$ cat config.mk
export PLATFORM = sky130hd
export DESIGN_NAME = obstacle_engine
export DESIGN_NICKNAME = d
export VERILOG_FILES = /design/src/rtl/game_pkg.sv /design/src/rtl/lfsr16.sv /design/src/rtl/obstacle_engine.sv
export SDC_FILE = /design/constraint.sdc
export NUM_CORES = 1
export LEC_CHECK = 0
export CORE_ASPECT_RATIO = 2
export CORE_MARGIN = 8
export CORE_UTILIZATION = 40
export CTS_BUF_LIST = sky130_fd_sc_hd__clkbuf_16
export CTS_CLUSTER_DIAMETER = 100
export DETAILED_ROUTE_END_ITERATION = 8
export GPL_ROUTABILITY_DRIVEN = 0
export SLEW_MARGIN = 30
export SYNTH_ARGS = -nofsm -noshare
export SYNTH_HDL_FRONTEND = slang
export SYNTH_SLANG_ARGS = --single-unit
$ cat constraint.sdc
create_clock -name clk -period 4.05 [get_ports clk]
set_clock_uncertainty 0.2 [all_clocks]
set_input_delay 0.81 -clock clk [delete_from_list [all_inputs] [get_ports clk]]
set_output_delay 0.81 -clock clk [all_outputs]
set_load 0.1 [all_outputs]
$ cat src/rtl/game_pkg.sv
// Shared runner-game definitions: obstacle FSM states, screen/player geometry
// (also used by the VGA renderer) and the random-timing LFSR constants.
package game_pkg;

  typedef enum logic [1:0] {
    ST_IDLE = 2'd0,
    ST_RUN  = 2'd1,
    ST_DEAD = 2'd2,
    ST_WON  = 2'd3
  } obst_state_t;

  localparam int SCREEN_W = 640;
  localparam int PLAYER_X = 80;
  localparam int PLAYER_W = 20;

  localparam logic [15:0] LFSR_SEED = 16'hACE1;
  // Fibonacci taps 16/14/13/11 expressed as a mask over q[15:0]
  localparam logic [15:0] LFSR_TAPS = 16'hB400;

  // Widest slot array the free-slot encoder handles
  localparam int MAX_SLOTS = 8;

  // One-hot of the lowest set bit of free; all zeros when nothing is free
  function automatic logic [MAX_SLOTS-1:0] lowest_free(input logic [MAX_SLOTS-1:0] free);
    return free & (~free + MAX_SLOTS'(1));
  endfunction

endpackage

$ cat src/rtl/lfsr16.sv
// 16-bit Fibonacci LFSR free-running from a fixed non-zero seed.
module lfsr16 (
  input  logic        clk,
  input  logic        reset_n,
  output logic [15:0] q
);
  import game_pkg::*;

  // Shift every clock; the new LSB is the XOR of the tapped bits
  always_ff @(posedge clk) begin
    if (!reset_n) q <= LFSR_SEED;
    else          q <= {q[14:0], ^(q & LFSR_TAPS)};
  end

endmodule

$ cat src/rtl/obstacle_engine.sv
// Spawns, scrolls and retires obstacles on game ticks, and raises sticky
// collision / victory flags for the game FSM.
module obstacle_engine #(
  parameter int NUM_SLOTS = 4,
  parameter int SCREEN_W  = game_pkg::SCREEN_W,
  parameter int SPEED     = 4,
  parameter int PLAYER_X  = game_pkg::PLAYER_X,
  parameter int PLAYER_W  = game_pkg::PLAYER_W,
  parameter int OBST_W    = 16,
  parameter int OBST_H    = 40,
  parameter int GAP_MIN   = 40,
  parameter int WIN_COUNT = 30
) (
  input  logic                       clk,
  input  logic                       reset_n,
  input  logic                       tick,
  input  logic                       run,
  input  logic [9:0]                 jump_height,
  output logic [NUM_SLOTS-1:0][10:0] obst_x,
  output logic [NUM_SLOTS-1:0]       obst_valid,
  output logic [4:0]                 passed_count,
  output logic                       player_death,
  output logic                       win
);
  import game_pkg::*;

  localparam logic [11:0] HIT_RIGHT = 12'(PLAYER_X + PLAYER_W);
  localparam logic [11:0] HIT_LEFT  = 12'(PLAYER_X);
  localparam logic [7:0]  GAP_BASE  = 8'(GAP_MIN);

  obst_state_t state_reg, state_next;

  logic [15:0]                 lfsr_q;
  logic                        unused_bits;
  logic [NUM_SLOTS-1:0]        valid_reg, retire, hit, pick;
  logic [NUM_SLOTS-1:0][10:0]  x_reg;
  logic [MAX_SLOTS-1:0]        free_wide, pick_wide;
  logic [6:0]                  gap_reg, gap_next, gap_inc;
  logic [4:0]                  passed_reg, passed_next;
  logic [5:0]                  passed_sum;
  logic [3:0]                  retire_cnt;
  logic                        any_free, spawn, tick_run, clear_all, collide, won;
  logic                        death_reg, win_reg;

  lfsr16 u_lfsr (
    .clk     (clk),
    .reset_n (reset_n),
    .q       (lfsr_q)
  );

  assign unused_bits = ^{lfsr_q[15:5], pick_wide};

  assign tick_run  = tick && (state_reg == ST_RUN);
  // Every path into IDLE wipes the play field on the same edge
  assign clear_all = (state_next == ST_IDLE);
  assign any_free  = ~&valid_reg;
  assign gap_inc   = (gap_reg == 7'd127) ? gap_reg : gap_reg + 7'd1;
  assign spawn     = tick_run && any_free &&
                     ({1'b0, gap_inc} >= GAP_BASE + {3'b000, lfsr_q[4:0]});
  assign collide   = (|hit) && (jump_height < 10'(OBST_H));
  assign won       = (passed_reg == 5'(WIN_COUNT));

  // Pick the lowest slot that was free before this tick
  always_comb begin
    free_wide                = '0;
    free_wide[NUM_SLOTS-1:0] = ~valid_reg;
    pick_wide                = lowest_free(free_wide);
    pick                     = pick_wide[NUM_SLOTS-1:0];
  end

  // Count retirements and saturate the pass counter at the victory target
  always_comb begin
    retire_cnt = '0;
    for (int i = 0; i < NUM_SLOTS; i++) retire_cnt = retire_cnt + {3'b000, retire[i]};
    passed_sum  = {1'b0, passed_reg} + {2'b00, retire_cnt};
    passed_next = passed_sum[4:0];
    if (clear_all)                          passed_next = '0;
    else if (passed_sum >= 6'(WIN_COUNT))   passed_next = 5'(WIN_COUNT);
  end

  // Gap counter: cleared by a spawn, frozen while every slot is busy
  always_comb begin
    gap_next = gap_reg;
    if (clear_all)                 gap_next = '0;
    else if (spawn)                gap_next = '0;
    else if (tick_run && any_free) gap_next = gap_inc;
  end

  // Next-state: abort beats everything, collision beats victory
  always_comb begin
    state_next = state_reg;
    unique case (state_reg)
      ST_IDLE: if (run) state_next = ST_RUN;
      ST_RUN: begin
        if (!run)         state_next = ST_IDLE;
        else if (collide) state_next = ST_DEAD;
        else if (won)     state_next = ST_WON;
      end
      ST_DEAD, ST_WON: if (!run) state_next = ST_IDLE;
      default: state_next = ST_IDLE;
    endcase
  end

  // FSM state register
  always_ff @(posedge clk) begin
    if (!reset_n) state_reg <= ST_IDLE;
    else          state_reg <= state_next;
  end

  // Counters and sticky flags, registered alongside the state
  always_ff @(posedge clk) begin
    if (!reset_n) begin
      gap_reg    <= '0;
      passed_reg <= '0;
      death_reg  <= 1'b0;
      win_reg    <= 1'b0;
    end else begin
      gap_reg    <= gap_next;
      passed_reg <= passed_next;
      death_reg  <= (state_next == ST_DEAD);
      win_reg    <= (state_next == ST_WON);
    end
  end

  for (genvar gi = 0; gi < NUM_SLOTS; gi++) begin : g_slot
    logic        valid_slot_reg;
    logic [10:0] x_slot_reg;
    logic [11:0] x_ext;

    assign x_ext      = {1'b0, x_slot_reg};
    assign retire[gi] = tick_run && valid_slot_reg && (x_slot_reg < 11'(SPEED));
    assign hit[gi]    = valid_slot_reg && (x_ext < HIT_RIGHT) &&
                        (x_ext + 12'(OBST_W) > HIT_LEFT);

    // Slot register: spawn, retire or scroll on a run tick
    always_ff @(posedge clk) begin
      if (!reset_n || clear_all) begin
        valid_slot_reg <= 1'b0;
        x_slot_reg     <= '0;
      end else if (tick_run) begin
        if (spawn && pick[gi]) begin
          valid_slot_reg <= 1'b1;
          x_slot_reg     <= 11'(SCREEN_W);
        end else if (retire[gi]) begin
          valid_slot_reg <= 1'b0;
        end else if (valid_slot_reg) begin
          x_slot_reg <= x_slot_reg - 11'(SPEED);
        end
      end
    end

    assign valid_reg[gi] = valid_slot_reg;
    assign x_reg[gi]     = x_slot_reg;
  end

  assign obst_x       = x_reg;
  assign obst_valid   = valid_reg;
  assign passed_count = passed_reg;
  assign player_death = death_reg;
  assign win          = win_reg;

endmodule

==> impl_metrics.json, run 1 <==
{
  "outcome": "finished, final reports clean",
  "critPathMaxFanout": 3,
  "synth_top_flop_cell": "dfxtp_1",
  "fmax_ghz": 0.261,
  "seq_power_share": 0.468,
  "ctsHtreeMaxLevel": 3,
  "slew_headroom": 0.323,
  "rsz0062_at_grt": "false",
  "finalNonFillerCells": 599,
  "cts_hold_buffers": 0,
  "setup_slack_ns": 0.212,
  "cts_root_buf": "clkbuf_16",
  "start_kind": "input port",
  "synth.largest_area_cell": "dfxtp_1",
  "io_pins": 69,
  "min_path_type": "flop to flop",
  "grt_overflow_total": 0,
  "hold_violations": 0,
  "async_flop_share": 0,
  "ant_nets": 0,
  "syn-cell-area_um2": 3730,
  "cts_num_sinks": 72,
  "vias": 3110,
  "cp_slowest_stage_delay_ns": 0.51,
  "placed_cell_area_um2": 4410,
  "final_cell_mix": "72 x dfxtp_1, 56 x clkdlybuf4s50_1, 44 x nor2_1",
  "p_sw_mw": 0.387,
  "insertion_delay_ns": 0.33,
  "grt_pass1_wl_um": 14600,
  "drt-total-wl_um": 8320,
  "crit_top_cell": "fa_1",
  "tightest_slew_ns": 1.01,
  "pwr-share-comb": 0.059,
  "power_leakage_nw": 1.68,
  "cts_resized": 0,
  "syn_avg_cell_area_um2": 8.75,
  "drt_iter0_markers": 113,
  "via_per_inst": 5.19,
  "fp.dieH_um": 153,
  "netlist_instances": 426,
  "p_total_mw": 1.55,
  "endpoint_kind": "flop",
  "critPathBufInv": 3,
  "die_w_um": 84.3,
  "drv_slew": 0,
  "drive_above_1_share": 0.0808,
  "final_common_cell": "dfxtp_1",
  "initial_core_util": 0.405,
  "synth-edff-count": 0,
  "critPathTopFamily": "adder cells",
  "final_nets": 524,
  "power_per_cell_area_nw_per_um2": 331,
  "std_cell_rows": 50,
  "drt-pass1-iter-count": 4,
  "critPathSlowestCell": "clkdlybuf4s50_1",
  "clockBufferDepth": 2,
  "core_um2": 9200,
  "clk_pin_slew_ns": 0.06,
  "cp_cell_sequence": "clkdlybuf4s50_1 -> nand3b_1 -> nor4_4 -> nand2b_1 -> fa_1 -> inv_1 -> fa_1 -> inv_1 -> fa_1 -> xor2_1 -> nor2_1 -> maj3_1 -> a21oi_1",
  "grt_pass1_vias": 3058,
  "cts_setup_buffers": 0,
  "antenna_found_initial": 0,
  "p_clk_frac": 0.474,
  "synth_area_leaders": "dfxtp_1 39%, ha_1 5.7%, xor2_1 4.9%",
  "worstSetupPathType": "input port to flop",
  "cap_viol_max_count": 0,
  "dpl.hpwl_um": 6260,
  "yosysUniqueCellTypes": 58,
  "synthDominantCellAreaShare": 0.387,
  "grtUsageTotal": 0.135,
  "port_buffers": 57,
  "required_ns": 4.11,
  "synth_seq_cells": 72,
  "nFillCells": 882,
  "cts_tree": "yes",
  "fin_crit_sh": 0.948,
  "cp.arrival_ns": 3.90,
  "period_needed_ns": 3.84,
  "internal-power_mw": 1.17,
  "wire_per_inst_um": 13.9,
  "design.die.area_um2": 12900,
  "largest_reg_flops": 36,
  "setup_violations": 0,
  "ir_drop_mv": 0.188,
  "grt_max_degree": 23,
  "final_area_um2": 4690,
  "dpl.cell_count": 583,
  "ys_warn_count": 0,
  "yosysSeqAreaShare": 0.387,
  "diodes": 0,
  "cts_buffers": 9,
  "switching_share": 0.249,
  "place_ws_ns": -0.114,
  "drc": 0,
  "area_growth_pct": 25.7
}
-- metal layers --
metal  track usage  share of wire  vias up
met2         0.208           0.45       63
met5             0              0        -
met4        0.0423         0.0068        0
li1              -              -     1614
met3        0.0476          0.052        4
met1         0.169           0.49     1429
-- cell type report --
| type | instances | area [um2] | area share |
|---|---|---|---|
| sequential | 72 | 1440 | 0.308 |
| clock inverter | 7 | 56.3 | 0.0120 |
| timing repair buffer | 68 | 651 | 0.139 |
| multi-input combinational | 320 | 2110 | 0.451 |
| inverter | 19 | 71.3 | 0.0152 |
| clock buffer | 9 | 225 | 0.0481 |
| tap | 104 | 130 | 0.0278 |
-- cell families after synthesis --
kind of cell,share of synthesized area
compound gates,0.151
flops,0.387
mux,0.00570
buf+inv,0.0540
xor+xnor,0.0775
simple gates,0.248
fa+ha+maj,0.0758
other cells,0.00101
-- cell usage after synthesis (2+ instances only) --
cell type  count
nor4_1         3
fa_1           3
xor2_1        21
xnor2_1       12
a21oi_1       32
nand2b_1      11
nand3_1       13
or3_1          7
and3_1         5
clkbuf_1       7
a21o_1         2
o31a_1         3
nand2_1       36
nor3_1        12
nand4_1        5
nand4b_1       4
o31ai_1        9
o41ai_2        2
ha_1          17
buf_2          2
buf_4         12
a211oi_1       5
nor2b_1        2
dfxtp_1       72
o21ai_0        9
and2_1        11
a41oi_1        3
a31oi_1        3
inv_1         19
nand3b_1       3
nor3b_1        3
o21a_1         3
or4_1          6
or4_4          2
nor2_1        44
-- worst reg2reg max path, stage by stage (launching register included) --
cell,delay [ns]
dfxtp_1,0.34
ha_1,0.25
and3_1,0.22
nand4_1,0.17
and4_1,0.32
nand3_1,0.12
xnor2_1,0.15
ha_1,0.27
nand2_1,0.07
o21ai_0,0.24
a21o_1,0.14
a31oi_1,0.27
or4_1,0.55
a21oi_1,0.17
-- final timing paths --
path         cells past startpoint  slack (ns)                       to   startpoint
max reg2reg                     13        0.49  g_slot[2].x_slot_reg[8]   gap_reg[0]
min                              1        0.21              u_lfsr.q[7]  u_lfsr.q[6]
max                             13        0.21          passed_count[0]         tick
min reg2reg                      1        0.21              u_lfsr.q[7]  u_lfsr.q[6]
-- power by group through the flow --
| stage | registers, mW | clock network [mW] | logic, mW |
|---|---|---|---|
| 2_1_floorplan | 0.740 | 0 | 0.0742 |
| 6_report | 0.726 | 0.736 | 0.0910 |
| 3_3_place_gp | 0.742 | 0 | 0.0908 |
| 3_5_place_dp | 0.742 | 0 | 0.0915 |
| 5_1_grt | 0.727 | 0.791 | 0.0992 |
| 4_1_cts | 0.726 | 0.760 | 0.0921 |
-- per-stage QoR --
step,hold slack (ns),setup TNS [ns],util
2_1_floorplan,0.186,0,-
3_3_place_gp,0.189,-0.0608,0.479
3_5_place_dp,0.192,-0.114,0.479
4_1_cts,0.207,0,0.510
5_1_grt,0.217,0,0.510
6_report,0.207,0,0.510
Note: power is estimated with default switching activity, not from simulation.
==> inputs of run 2 (changes only) <==
- CORE_ASPECT_RATIO: 2 -> default
- SETUP_SLACK_MARGIN: default -> 0.5
==> impl_metrics.json, run 2 (synthesis gave the netlist of run 1 again) <==
{
  "outcome": "finished, final reports clean",
  "cp_slowest_stage_delay_ns": 0.51,
  "final_common_cell": "dfxtp_1",
  "drc": 0,
  "die_w_um": 113,
  "ctsHtreeMaxLevel": 3,
  "cts_tree": "yes",
  "regArea_um2": 1450,
  "clk_pin_slew_ns": 0.06,
  "cts_hold_buffers": 0,
  "design.die.area_um2": 12700,
  "critPathSlowestCell": "fa_1",
  "tightest_slew_ns": 0.989,
  "worstSetupPathType": "input port to flop",
  "dpl.cell_count": 588,
  "start_kind": "input port",
  "ant_nets": 0,
  "final_nets": 527,
  "cts_root_buf": "clkbuf_16",
  "cts_buffers": 9,
  "hold_slack_ns": 0.202,
  "drive_above_1_share": 0.114,
  "cp_cell_sequence": "clkbuf_2 -> nand3b_1 -> nor4_4 -> nand2b_1 -> fa_1 -> inv_1 -> fa_2 -> inv_1 -> fa_2 -> xor2_2 -> nor2_1 -> maj3_1 -> a21oi_1",
  "port_buffers": 57,
  "power_per_cell_area_nw_per_um2": 356,
  "final_cell_mix": "66 x dfxtp_1, 55 x clkdlybuf4s50_1, 43 x nor2_1",
  "drv_slew": 0,
  "slew_headroom": 0.339,
  "initial_core_util": 0.407,
  "largest_reg_flops": 36,
  "cp.arrival_ns": 3.46,
  "grt_overflow_total": 0,
  "multi_input_area_um2": 2150,
  "power_leakage_nw": 1.74,
  "insertion_delay_ns": 0.33,
  "drt-total-wl_um": 9000,
  "grt_max_degree": 23,
  "hold_violations": 0,
  "dpl.hpwl_um": 6650,
  "cap_viol_max_count": 0,
  "min_path_type": "flop to flop",
  "drt-pass1-iter-count": 6,
  "io_pins": 69,
  "setup_violations": 0,
  "endpoint_kind": "flop",
  "nFillCells": 888,
  "wire_per_inst_um": 14.8,
  "drt_iter0_markers": 72,
  "antenna_found_initial": 0,
  "vias": 3196,
  "grtUsageTotal": 0.147,
  "core_um2": 9150,
  "critPathMaxFanout": 2,
  "grt_pass1_vias": 3155,
  "required_ns": 4.11,
  "grt_pass1_wl_um": 15300,
  "area_growth_pct": 29.2,
  "rsz0062_at_grt": "false",
  "period_needed_ns": 3.39,
  "via_per_inst": 5.24,
  "std_cell_rows": 35,
  "fp.dieH_um": 113,
  "finalNonFillerCells": 610,
  "clockBufferDepth": 2,
  "ir_drop_mv": 0.206,
  "cts_num_sinks": 72,
  "fmax_ghz": 0.295,
  "fin_crit_sh": 0.837
}
-- run 2: worst paths after layout --
check | from | endpoint | slack, ns | cells past startpoint
setup / recovery | tick | passed_count[0] | 0.66 | 13
hold / removal | u_lfsr.q[9] | u_lfsr.q[10] | 0.20 | 1
hold reg to reg | u_lfsr.q[9] | u_lfsr.q[10] | 0.20 | 1
setup reg to reg | g_slot[0].x_slot_reg[2] | passed_count[0] | 0.72 | 12
-- run 2: timing repair --
item | 4_1_cts | 5_1_grt
endpoints found under the setup margin | 1 | 22
buffers inserted | 4 | 1
cloned | 0 | 0
resized for setup | 1 | 13
pin swaps | 0 | 4
-- run 2: cell type report --
class / count / share of cell area
Antenna cell: 1 / 0.000519
Clock buffer: 9 / 0.0468
Clock inverter: 7 / 0.0229
Inverter: 19 / 0.0148
Multi-Input combinational cell: 320 / 0.445
Sequential cell: 72 / 0.301
Tap cell: 111 / 0.0288
Timing Repair Buffer: 71 / 0.139
-- run 2: worst max-delay path: cells and delay by family --
kind	cells	cell delay (ns)
AOI/OAI and AO/OA	1	0.13
xor gates and xnor gates	1	0.16
adders and majority gates	4	1.47
and+or+nand+nor	4	0.60
buffers and inverters	3	0.26
-- run 2: per-layer routing --
metal | global-route usage | part of all wire
met1 | 0.184 | 0.47
met2 | 0.229 | 0.45
met3 | 0.0408 | 0.058
met4 | 0.0692 | 0.015
met5 | 0 | 0
-- run 2: power breakdown --
group / internal [mW] / switching [mW]
logic: 0.0278 / 0.0651
clock network: 0.596 / 0.299
registers: 0.720 / 0.00561
-- run 2: per-stage QoR --
step	util	TNS [ns]	worst slack, ns	instance area [um2]	power [mW]
final	0.526	0	0.659	4820	1.71
after global routing	0.526	0	0.522	4810	1.78
after CTS	0.522	0	0.501	4780	1.73
after detailed placement	0.482	-0.0352	-0.0352	4410	0.832
after global placement	0.482	0	0.0101	4410	0.831
after floorplan	-	0	0.521	3770	0.814
